--- src/rtl/sigmoid_lut_arbiter.sv ---
// rtl/sigmoid_lut_arbiter.sv - round-robin arbiter sharing one sigmoid lookup ROM between requesters
module sigmoid_lut_arbiter #(
   parameter int NUM_REQ    = 4,
   parameter int ADDR_WIDTH = 14,
   parameter int DATA_WIDTH = 8
) (
   input  logic                          clk,
   input  logic                          rst_n,
   input  logic [NUM_REQ-1:0]            req,
   input  logic [NUM_REQ*ADDR_WIDTH-1:0] req_addr,
   output logic [NUM_REQ-1:0]            gnt,
   output logic [ADDR_WIDTH-1:0]         rom_addr,
   input  logic [DATA_WIDTH-1:0]         rom_q,
   output logic [NUM_REQ-1:0]            rsp_valid,
   output logic [DATA_WIDTH-1:0]         rsp_data
);

   localparam int PTR_W = (NUM_REQ > 1) ? $clog2(NUM_REQ) : 1;

   logic [PTR_W-1:0] ptr;
   logic [PTR_W-1:0] win;
   logic [PTR_W-1:0] cand;
   logic             found;
   logic             s1_valid;
   logic [PTR_W-1:0] s1_id;

   // Pick the first requester at or after ptr, wrapping modulo NUM_REQ
   always_comb begin
      gnt      = '0;
      rom_addr = '0;
      found    = 1'b0;
      win      = '0;
      cand     = '0;
      for (int k = 0; k < NUM_REQ; k++) begin
         cand = PTR_W'((32'(ptr) + 32'(k)) % 32'(NUM_REQ));
         if (!found && req[cand]) begin
            found = 1'b1;
            win   = cand;
         end
      end
      if (found) begin
         gnt[win] = 1'b1;
         rom_addr = req_addr[32'(win)*ADDR_WIDTH +: ADDR_WIDTH];
      end
   end

   // Advance the pointer past the winner and tag the lookup while the ROM reads
   always_ff @(posedge clk or negedge rst_n) begin
      if (!rst_n) begin
         ptr      <= '0;
         s1_valid <= 1'b0;
         s1_id    <= '0;
      end else begin
         s1_valid <= found;
         if (found) begin
            s1_id <= win;
            ptr   <= (win == PTR_W'(NUM_REQ - 1)) ? '0 : win + 1'b1;
         end
      end
   end

   // Register the ROM word and route it to the requester that issued the lookup
   always_ff @(posedge clk or negedge rst_n) begin
      if (!rst_n) begin
         rsp_valid <= '0;
         rsp_data  <= '0;
      end else if (s1_valid) begin
         rsp_valid <= NUM_REQ'(1) << s1_id;
         rsp_data  <= rom_q;
      end else begin
         rsp_valid <= '0;
      end
   end

endmodule

--- config.mk ---
export PLATFORM = sky130hd
export DESIGN_NAME = sigmoid_lut_arbiter
export DESIGN_NICKNAME = d
export VERILOG_FILES = /design/src/rtl/sigmoid_lut_arbiter.sv
export SDC_FILE = /design/constraint.sdc
export NUM_CORES = 1
export LEC_CHECK = 0
export CAP_MARGIN = 20
export CORE_MARGIN = 1
export CORE_UTILIZATION = 29
export CTS_CLUSTER_SIZE = 40
export DETAILED_ROUTE_END_ITERATION = 10
export GPL_TIMING_DRIVEN = 0
export MAX_ROUTING_LAYER = met4
export PLACE_DENSITY = 0.77
export SYNTH_ARGS = -nofsm -noshare
export SYNTH_HDL_FRONTEND = slang
export SYNTH_SLANG_ARGS = --single-unit
--- constraint.sdc ---
create_clock -name clk -period 3 [get_ports clk]
set_input_delay 0.9 -clock clk [delete_from_list [all_inputs] [get_ports clk]]
set_output_delay 0.9 -clock clk [all_outputs]
set_load 0.1 [all_outputs]
==> reports/results.ini <==
[grt]
grt_pass1_vias=1543
use_met2=0.451
top_usage_layer=met2
use_met3=0.0226
grtUsageTotal=0.233
grt_pass1_wl_um=7170
grt-ovfl-total=0
grt_use_met1=0.236
grt_max_degree=18
antenna_found_initial=0

[logic_synthesis]
synth.top_cells.by_count=mux2i_1, dfrtp_1, o22ai_1
syn-num-nets=186
ys_seq_area_frac=0.365
synth_top_family_by_area=multiplexers
synthArstFlopShare=1.00
synth_fa_ha_area_frac=0.0430
synth_top_area_share=0.365
synth-xor-area-share=0
synth_cell_types=21
yosys.area_share.simple=0.111
synth_compound_area_frac=0.104
synth.mux.area_fraction=0.327
netlist_area_um2=1160
synthFlopType=dfrtp_1
syn-instance-count=112
yosys_warnings=0
syn_avg_cell_area_um2=10.4
yosys-top-cells-area=dfrtp_1, mux2i_1, o22ai_1
synth_top_area_cell=dfrtp_1
synth-seq-cells=17
synth.most_common_cell=mux2i_1
synth_edf_count=0

[floorplan]
num_rows=22
die_w_um=65.4
core_um2=3740
pin_count=100
fp.dieH_um=65.4
start_util=0.311
die_area_um2=4270

[setup_path]
critPathMaxStageDelay_ns=0.28
path_delay_family=buffers and inverters
cp_num_buf_inv=5
endpoint_kind=output port
worstPathCellList=buf_8, nand2_1, a21oi_2, nor3_4, inv_2, buf_12, buf_12, mux2i_4, o22ai_4, buf_12
r2r_end=ptr[1]
timing.rr.start=ptr[1]
arrival_ns=2.33
crit_path_start_kind=input pin
crit_top_cell=buf_12
reg2reg_slack_ns=1.12
cp_max_fo=6
rr_worst_depth=9
crit_required_ns=2.10
crit_type=input pin to output port
slowest_stage=mux2i_4

[clock_network]
clock_latency_ns=0.26
root_buffer=clkbuf_8
htreeDepth=1
cts_buffers=3
holdBufCountCts=0
cts_tree=built
clock_sinks=17
cts_buffer_depth=2
clkTransAtPathRegs_ns=0.06

[power_and_ir_drop]
clkPwrFrac=0.055
powerDensity_nw_per_um2=992
p_comb_frac=0.840
ir_drop_mv=0.734
swShare=0.534
p_int_uw=1450
p_sw_uw=1660
power_leakage_uw=0.00121
seqPwrFrac=0.105

[timing]
final_max_slew_viol_count=0
finalWorstSetupSlack_ns=-0.230
min_period_ns=3.23
skew_ns=0.000504
rsz0062_at_grt=true
post-route-period-util=1.08
setup_viol=18
fmax_ghz=0.310
fin_hold_ws_ns=0.499
final-hold-violation-count=0
relSlewSlack=0.350
tightest_slew_ns=0.971

[min_path]
hp-class=register to register
hold_end=rsp_valid[1]
whs_path_depth=1
min_from=s1_id[1]

[finish]
finalCoreUtilization=0.837
syn_to_final_growth_pct=169
final_net_count=302
num_antenna_cells=0
drive_gt1_frac=0.480

[placed_design]
gp_congestion=0.674
place_hpwl_um=3140
port_buffers=99

[drt]
drt-total-wl_um=5020
dr_total_vias=1401
antenna_left=0
post_drt_wl_per_cell_um=18.3
viasPerCell=5.09
drc=0
drt-initial-drc-count=23
drtPass1Iterations=4

[run_status]
status=finished with violations
violations=negative setup slack

[flow_run]
cap_violations=0

[sequential cells by signal (all words and copies together) (netlist names)]
name / count
rsp_valid: 4
ptr: 2
s1_id: 2
rsp_data: 8
s1_valid: 1
[how the worst max path moves through the flow]
stage                     startpoint     endpoint  slack [ns]  depth (start not counted)
after floorplan               req[0]  rom_addr[4]       -0.26                          7
after global placement        req[0]       gnt[1]       -1.69                          9
after detailed placement      req[0]       gnt[1]       -1.76                          9
after CTS                     req[3]  rom_addr[0]       -0.22                          8
after global routing          req[1]  rom_addr[9]       -0.30                         10
final                         req[0]  rom_addr[9]       -0.23                         10
[worst register-to-register path, delay by kind of cell (launching register included)]
kind | cells | cell delay [ns]
AOI/OAI and AO/OA | 3 | 0.51
DFF | 1 | 0.57
buffers and inverters | 3 | 0.40
adders and majority gates | 1 | 0.20
and+or+nand+nor | 2 | 0.11
[routing by layer]
metal,share of wire,up-vias
li1,-,642
met1,0.34,635
met2,0.55,103
met3,0.063,21
met4,0.042,0
met5,0,-
[cell usage in the layout (no fill, tap or decap), drive strengths merged, types with 2 or more instances in the layout]
cell type / instances
ha: 4
a21oi: 4
mux2i: 29
nand2: 11
buf: 39
inv: 4
and2: 5
dfrtp: 17
clkdlybuf4s50: 77
nor3b: 2
mux2: 8
o22ai: 15
clkbuf: 6
[layout make-up]
class | count | area [µm²]
inverters | 4 | 22.5
multi-input cells | 84 | 1150
flip-flops and latches | 17 | 425
well taps | 48 | 60.1
repair buffers | 111 | 1310
fillers | 190 | 612
clock buffers | 4 | 45.0
plain buffers | 7 | 116
[power by group through the flow]
stage	clock [µW]	combinational [µW]	sequential [µW]
2_1_floorplan	0	1390	499
3_3_place_gp	0	1970	314
3_5_place_dp	0	1990	318
4_1_cts	166	2530	319
5_1_grt	189	2690	332
6_report	170	2610	326
[timing repair]
item                                    4_1_cts  5_1_grt
buffers inserted                             10        1
pin swaps                                    16        5
endpoints found under the setup margin       18       18
resized for setup                           223       16
cloned                                        1        0
[logic make-up after synthesis]
group           Yosys count
buf+inv                  11
mux                      37
fa+ha+maj                 4
flops                    17
simple gates             23
compound gates           20
[per-stage QoR]
stage                     setup TNS, ns  instance area [µm²]  total power, µW  worst slack [ns]  instances
after floorplan                   -3.35                 1430             1890            -0.263        112
after global placement           -29.31                 2480             2280             -1.69        259
after detailed placement         -30.25                 2480             2300             -1.76        259
after CTS                         -3.41                 3050             3020            -0.217        274
after global routing              -4.32                 3130             3210            -0.299        275
final                             -3.18                 3130             3110            -0.230        275
No activity file was read; power rests on OpenSTA's default activity.
